## src/rtl/mag_pkg.sv

```systemverilog
// Shared types and constants for the magnitude envelope tracker.
package mag_pkg;

  localparam int MAG_W            = 8;
  localparam int AVG_LOG2_DEFAULT = 3;

  localparam logic [MAG_W-1:0] MAG_ONE = 1;

  typedef enum logic {
    BELOW = 1'b0,
    ABOVE = 1'b1
  } hyst_state_e;

  typedef struct packed {
    logic [MAG_W-1:0] peak;
    logic [MAG_W-1:0] avg;
    logic             above;
    logic             rise;
    logic             fall;
  } beat_t;

  function automatic logic [MAG_W-1:0] mag_max(input logic [MAG_W-1:0] a,
                                               input logic [MAG_W-1:0] b);
    return (a > b) ? a : b;
  endfunction

endpackage

```

## src/rtl/mag_boxcar.sv

```systemverilog
// Boxcar history buffer and running sum; avg is the mean including the sample being pushed.
module mag_boxcar
  import mag_pkg::*;
#(
  parameter int AVG_LOG2 = AVG_LOG2_DEFAULT
) (
  input  logic             clk,
  input  logic             rst,
  input  logic             push,
  input  logic [MAG_W-1:0] sample,
  output logic [MAG_W-1:0] avg
);

  localparam int DEPTH = 1 << AVG_LOG2;
  localparam int SUM_W = MAG_W + AVG_LOG2;
  localparam logic [AVG_LOG2-1:0] PTR_ONE = 1;

  logic [MAG_W-1:0]    hist [DEPTH];
  logic [AVG_LOG2-1:0] wr_ptr;
  logic [SUM_W-1:0]    sum;
  logic [SUM_W-1:0]    sum_next;
  logic [MAG_W-1:0]    oldest;

  // The write pointer always addresses the oldest entry, which the new sample replaces.
  assign oldest   = hist[wr_ptr];
  assign sum_next = sum + SUM_W'(sample) - SUM_W'(oldest);
  assign avg      = sum_next[SUM_W-1:AVG_LOG2];

  always_ff @(posedge clk) begin
    if (rst) begin
      for (int i = 0; i < DEPTH; i++) begin
        hist[i] <= '0;
      end
      wr_ptr <= '0;
      sum    <= '0;
    end else if (push) begin
      hist[wr_ptr] <= sample;
      wr_ptr       <= wr_ptr + PTR_ONE;
      sum          <= sum_next;
    end
  end

endmodule

```

## src/rtl/mag_envelope_tracker.sv

```systemverilog
// Magnitude envelope tracker: peak hold, boxcar mean and hysteresis crossing detection.
// Define MAG_TRACK_DECAY_EN to build in periodic peak decay.
module mag_envelope_tracker
  import mag_pkg::*;
#(
  parameter int AVG_LOG2     = AVG_LOG2_DEFAULT,
  parameter int DECAY_PERIOD = 16
) (
  input  logic             clk,
  input  logic             rst,
  input  logic             in_valid,
  input  logic [MAG_W-1:0] in_mag,
  output logic             in_ready,
  input  logic [MAG_W-1:0] thresh_hi,
  input  logic [MAG_W-1:0] thresh_lo,
  input  logic             clr_peak,
  output logic             out_valid,
  input  logic             out_ready,
  output logic [MAG_W-1:0] out_peak,
  output logic [MAG_W-1:0] out_avg,
  output logic             out_above,
  output logic             out_rise,
  output logic             out_fall
);

  logic             accept;
  logic [MAG_W-1:0] box_avg;
  logic [MAG_W-1:0] peak_q;
  logic [MAG_W-1:0] peak_d;
  hyst_state_e      state_q;
  hyst_state_e      state_d;
  beat_t            beat_q;
  beat_t            beat_d;

  assign in_ready = !out_valid || out_ready;
  assign accept   = in_valid && in_ready;

  mag_boxcar #(
    .AVG_LOG2(AVG_LOG2)
  ) u_boxcar (
    .clk   (clk),
    .rst   (rst),
    .push  (accept),
    .sample(in_mag),
    .avg   (box_avg)
  );

  always_ff @(posedge clk) begin
    if (rst) begin
      state_q <= BELOW;
    end else begin
      state_q <= state_d;
    end
  end

  // Thresholds are only consulted on accepted samples, so the state never moves while idle.
  always_comb begin
    state_d = state_q;
    if (accept) begin
      case (state_q)
        BELOW:   if (in_mag >= thresh_hi) state_d = ABOVE;
        ABOVE:   if (in_mag < thresh_lo)  state_d = BELOW;
        default: state_d = BELOW;
      endcase
    end
  end

`ifdef MAG_TRACK_DECAY_EN
  localparam int CNT_W = $clog2(DECAY_PERIOD + 1);
  localparam logic [CNT_W-1:0] CNT_LAST = CNT_W'(DECAY_PERIOD - 1);
  localparam logic [CNT_W-1:0] CNT_ONE  = 1;

  logic [CNT_W-1:0] decay_cnt;
  logic [CNT_W-1:0] decay_cnt_d;

  // The counter measures how long the peak has been unchanged; a decay step restarts it.
  always_comb begin
    peak_d      = peak_q;
    decay_cnt_d = decay_cnt + CNT_ONE;
    if (clr_peak) begin
      peak_d      = accept ? in_mag : '0;
      decay_cnt_d = '0;
    end else if (accept && (in_mag > peak_q)) begin
      peak_d      = in_mag;
      decay_cnt_d = '0;
    end else if (decay_cnt == CNT_LAST) begin
      decay_cnt_d = '0;
      if (peak_q != '0) begin
        peak_d = peak_q - MAG_ONE;
      end
    end
  end

  always_ff @(posedge clk) begin
    if (rst) begin
      decay_cnt <= '0;
    end else begin
      decay_cnt <= decay_cnt_d;
    end
  end
`else
  always_comb begin
    peak_d = peak_q;
    if (clr_peak) begin
      peak_d = accept ? in_mag : '0;
    end else if (accept) begin
      peak_d = mag_max(peak_q, in_mag);
    end
  end
`endif

  always_ff @(posedge clk) begin
    if (rst) begin
      peak_q <= '0;
    end else begin
      peak_q <= peak_d;
    end
  end

  always_comb begin
    beat_d       = '0;
    beat_d.peak  = peak_d;
    beat_d.avg   = box_avg;
    beat_d.above = (state_d == ABOVE);
    beat_d.rise  = (state_q == BELOW) && (state_d == ABOVE);
    beat_d.fall  = (state_q == ABOVE) && (state_d == BELOW);
  end

  // The output register only loads on accept, so a stalled beat (and its peak) stays frozen.
  always_ff @(posedge clk) begin
    if (rst) begin
      out_valid <= 1'b0;
      beat_q    <= '0;
    end else if (accept) begin
      out_valid <= 1'b1;
      beat_q    <= beat_d;
    end else if (out_ready) begin
      out_valid <= 1'b0;
    end
  end

  assign out_peak  = beat_q.peak;
  assign out_avg   = beat_q.avg;
  assign out_above = beat_q.above;
  assign out_rise  = beat_q.rise;
  assign out_fall  = beat_q.fall;

endmodule

```

## config.mk

```make
export PLATFORM = sky130hd
export DESIGN_NAME = mag_envelope_tracker
export DESIGN_NICKNAME = d
export VERILOG_FILES = /design/src/rtl/mag_pkg.sv /design/src/rtl/mag_boxcar.sv /design/src/rtl/mag_envelope_tracker.sv
export SDC_FILE = /design/constraint.sdc
export NUM_CORES = 1
export LEC_CHECK = 0
export CAP_MARGIN = 20
export CELL_PAD_IN_SITES_DETAIL_PLACEMENT = 1
export CELL_PAD_IN_SITES_GLOBAL_PLACEMENT = 1
export CORE_MARGIN = 1
export CORE_UTILIZATION = 47
export CTS_BUF_LIST = sky130_fd_sc_hd__clkbuf_16
export DETAILED_ROUTE_END_ITERATION = 6
export HOLD_SLACK_MARGIN = 0.15
export PLACE_DENSITY_LB_ADDON = 0.1
export SYNTH_ARGS = -nofsm -noshare
export SYNTH_HDL_FRONTEND = slang
export SYNTH_HIERARCHICAL = 1
export SYNTH_SLANG_ARGS = --single-unit
```

## constraint.sdc

```tcl
create_clock -name clk -period 4.7 [get_ports clk]
set_input_delay 0.94 -clock clk [delete_from_list [all_inputs] [get_ports clk]]
set_output_delay 0.94 -clock clk [all_outputs]
set_load 0.02 [all_outputs]
```

== Word level (Yosys, flattened, before mapping) ==
Memory sizes are Yosys's and may differ from the RTL's. A register that Yosys moved wholly into a read port is not among the register bits.
Cells that the tools add are included.

* Input bits: 29
* Register bits: 43
* Memories kept: 1
* Bits in writable memories: 64

* Bitwise logic cells: 2
* Reductions and logical operators: 7
* Add/sub/neg operators: 3
* Muxes and demuxes: 20
* $lt $le $gt $ge: 3

{| class="wikitable"
|+ Memories
! memory !! depth !! bits a word !! rd ports !! clocked after Yosys merged registers in !! write ports !! line !! source
|-
| u_boxcar.hist || 8 || 8 || 1 || 1 || 8 || mag_boxcar.sv:18 || <nowiki>logic [MAG_W-1:0] hist [DEPTH];</nowiki>
|}

{| class="wikitable"
|+ Operators with widths
! operator !! count
|-
| two-way mux 8 bit || 5
|-
| adder 11 x 8 -> 11 bit || 1
|-
| two-way mux 1 bit || 11
|-
| subtractor 11 x 8 -> 11 bit || 1
|-
| two-way mux 3 bit || 3
|-
| greater-or-equal comparator 8 bit || 1
|-
| > comparator 8 bit || 1
|-
| < comparator 8 bit || 1
|-
| OR reduction 8 bit || 1
|-
| adder 3 x 1 -> 3 bit (second input constant) || 1
|-
| logical AND 1 bit || 3
|-
| NOT 1 bit || 2
|-
| case mux 1 bit (2 select lines) || 1
|-
| nonzero test 2 bit || 1
|-
| logical NOT 1 bit || 1
|-
| logical OR 1 bit || 1
|}

== Depth between registers and ports, before layout ==
* Depth in word-level cells: 8
* Gate-level depth with buffers: 16
* Gate-level depth less buffers: 13

== By module ==
Netlist, hierarchy kept.

{| class="wikitable"
|+ Modules (own cells, without submodules)
! module !! area an instance (µm²) !! times used !! cells an instance
|-
| mag_boxcar || 4,409.2 || 1 || 363
|-
| mag_envelope_tracker || 1,874.3 || 1 || 209
|}

== Worst setup path before layout ==
OpenSTA, ideal clock, no wires.

* Path kind: register -> register
* From: register with a tool-made name
* To: register u_boxcar.sum[10]
* Buffers on the path: 2
* Library setup time: 123 ps
* Path slack: 1,183 ps
* Data arrival time: 3,393 ps
* Data required time: 4,577 ps
* Cell stages (with the launch flop): 13
* Clock period less this slack: 3,517 ps
* Cell sequence: dfxtp_1 -> buf_6 -> buf_6 -> mux4_2 -> mux2_2 -> fa_1 -> inv_1 -> fa_1 -> a21oi_2 -> o22ai_2 -> mux2i_1 -> nor4_2 -> mux2_1

{| class="wikitable"
|+ RTL lines
! element !! line !! source
|-
| end signal: assignment || mag_boxcar.sv:39 || <nowiki>sum <= sum_next;</nowiki>
|-
| end: declaration || mag_boxcar.sv:20 || <nowiki>logic [SUM_W-1:0] sum;</nowiki>
|}

==> flow_metrics.tcl <==
set metrics [dict create \
    hold_path.class "flop to flop" \
    setup_ws_ps 850 \
    synthArstFlopShare_pct 0 \
    synth.avg_cell_area_um2 11.0 \
    grt_pass1_wl_um 26600 \
    die_h_um 118 \
    fill_cells 1420 \
    synth_ff_type "edfxtp_1" \
    hold_path.startpoint "out_avg[0]" \
    fmax_mhz 260 \
    fin_worst_skew_ps 8.74 \
    power.density_nw_per_um2 448 \
    final_common_cell "inv_1" \
    critPathMaxFanout 14 \
    p_leak_nw 2.83 \
    firstDrtPassIters 4 \
    yosysUniqueCellTypes 70 \
    gp_congestion 0.809 \
    layout_common_cells "inv_1 (65), edfxtp_1 (64), nor3_1 (55)" \
    max_slew_margin_pct 38.2 \
    r2r_end "u_boxcar/sum[10]" \
    hold_depth 2 \
    r2r_cells 10 \
    dieArea_um2 13800 \
    critical_path_arrival_ps 4110 \
    wl_per_cell_um 20.7 \
    ys_seq_elements 110 \
    clock_sinks 110 \
    syn2layout_area_growth_pct 15.1 \
    yosys.area.top_type "edfxtp_1" \
    fin_nets 692 \
    worstSkewPairLatency_ps 370 \
    start_util_pct 49.0 \
    cap_violations 0 \
    period_share_pct 81.9 \
    cts_root_buf "clkbuf_16" \
    tns_ps 0 \
    synth.top_cell.area_share_pct 30.6 \
    design_area_um2 7230 \
    ctsLongestPathBuffers 2 \
    period_needed_ps 3850 \
    numCtsBuffers 9 \
    r2r_slack_ps 850 \
    cts_tree "yes" \
    post_cts_buffers 0 \
    ys_warn_count 6 \
    portBuffers 49 \
    crit_required_ps 4960 \
    drt-total-wl_um 16500 \
    max_stage_delay_ps 840 \
    rows 41 \
    ys_top_cells_by_area "edfxtp_1 (31%), dfxtp_1 (15%), ha_1 (7.0%)" \
    grt_max_degree 29 \
    crit_chain "mux4_2 -> mux2_2 -> fa_1 -> inv_1 -> fa_1 -> a21oi_2 -> o22ai_2 -> mux2i_1 -> nor4_2 -> mux2_1" \
    setup.worst_path.end_class "flop" \
    drive_gt1_share_pct 17.4 \
    synth_area_um2 6280 \
    clk_pin_slew_ps 80 \
    postCtsResizedCells 0 \
    synth_fp_nets 644 \
    grt_pass1_vias 4981 \
    grt_overflow 0 \
    drcViolationCount 0 \
    tightest_slew_ps 917 \
    antenna_left 0 \
    path_class "flop to flop" \
    ys_seq_area_share_pct 45.2 \
    worstHoldEndpoint "out_avg[0]" \
    cpMostUsedCell "fa_1" \
    cp_num_buf_inv 1 \
    cp_slowest_cell "dfxtp_1" \
    pre_cts_ws_ps 579 \
    vias 4553 \
    status "complete, no violations" \
    viasPerCell 5.71 \
    path_delay_family "multiplexers" \
    drtIter0Drc 231 \
    design.core.area_um2 12800 \
    rsz0062_at_grt "false" \
    ctsHoldBuffers 0 \
    io_pins 50 \
    ir_drop_mv 0.240 \
    grtUsageTotal_pct 25.5 \
    post-dp-hpwl_um 12100 \
    antenna_found_initial 0 \
    placed_cell_area_um2 6930 \
    h-tree-depth 3 \
    critPathLaunchType "flop" \
    n_antenna_cell 0 \
    die_w_um 118 \
    slew_viol_final 0 \
    setup_viol 0 \
    finalHoldViolations 0 \
    syn_inst 572 \
    multiInputGateArea_um2 2930 \
    final-seq-area_um2 2840 \
    synth_edf_count 64 \
]
==> sequential cells by signal, summed over array words and instances, names as in the netlist, named ones only <==
signal / flops
state_q: 1
out_valid: 1
out_above: 1
u_boxcar/hist: 64
out_rise: 1
u_boxcar/wr_ptr: 3
out_peak: 8
out_fall: 1
u_boxcar/sum: 11
out_avg: 8
peak_q: 8
==> worst max path at each step <==
stage                     startpoint               end  slack (ps)  cells after the start
after CTS                       flop  u_boxcar/sum[10]         840                     10
after floorplan                 flop  u_boxcar/sum[10]        1180                     12
after global placement     in_mag[1]  u_boxcar/sum[10]         670                     10
after detailed placement   in_mag[7]  u_boxcar/sum[10]         580                     10
final                           flop  u_boxcar/sum[10]         850                     10
after global routing            flop  u_boxcar/sum[10]         720                     10
==> area by class of cell <==
| type | count | share of cell area (%) |
|---|---|---|
| multi-input cells | 352 | 40.4 |
| flip-flops and latches | 110 | 39.3 |
| repair buffers | 74 | 9.30 |
| inverters | 73 | 3.79 |
| clock buffers | 9 | 3.11 |
| well taps | 172 | 2.97 |
| clock inverters | 7 | 1.09 |
==> cell usage after synthesis (2+ instances only) <==
cell / number
mux4_2: 16
nor2_1: 29
buf_1: 3
a21oi_2: 4
mux2_2: 8
nand3_2: 8
nand4_1: 4
nand2_1: 30
edfxtp_1: 64
clkinv_1: 7
a21o_1: 5
a21oi_1: 24
o21a_1: 2
nand3b_1: 4
ha_1: 35
buf_2: 5
or3_1: 2
a211oi_1: 2
o41ai_1: 2
buf_4: 9
dfxtp_1: 46
o22ai_1: 8
o21ai_0: 8
nor3_1: 55
nand3_1: 4
a311oi_2: 8
clkbuf_1: 12
a31o_2: 2
or2_2: 2
nand2b_1: 2
xor2_1: 4
o311ai_0: 2
nor4_2: 3
inv_1: 65
xnor2_1: 7
buf_6: 7
fa_1: 8
and2_1: 17
o211ai_1: 9
mux2i_1: 10
==> cell families after synthesis <==
group	count (synthesis)	share of synthesized area [%]
flops	110	45.2
buf+inv	110	8.20
fa+ha+maj	43	9.52
simple gates	173	15.4
mux	35	8.94
compound gates	90	11.2
xor+xnor	11	1.53
==> routing by layer <==
layer / GRT usage [%] / up-vias / part of all wire (%)
met5: 0 / - / 0
met4: 11.7 / 0 / 3.5
met3: 4.51 / 44 / 4.5
met2: 44.2 / 117 / 50
met1: 30.8 / 2254 / 42
li1: - / 2138 / -
==> worst register-to-register path, cell delays in order, from the launching register on <==
cell,delay [ps]
dfxtp_1,840
mux4_2,420
mux2_2,290
fa_1,480
inv_1,70
fa_1,480
a21oi_2,240
o22ai_2,120
mux2i_1,170
nor4_2,290
mux2_1,340
==> power by group <==
group          switching (mW)  internal (mW)
sequential             0.0623           1.13
clock                   0.402          0.385
combinational           0.726          0.539
==> metrics by stage <==
step                      power, mW  hold WS [ps]  utilization, %  cells
after global placement         2.41           445            54.0    781
final                          3.24           464            56.4    797
after detailed placement       2.47           458            54.0    781
after floorplan                2.29           460               -    572
after CTS                      3.27           470            56.4    797
after global routing           3.44           489            56.4    797
Power figures use the tool's default switching activity.
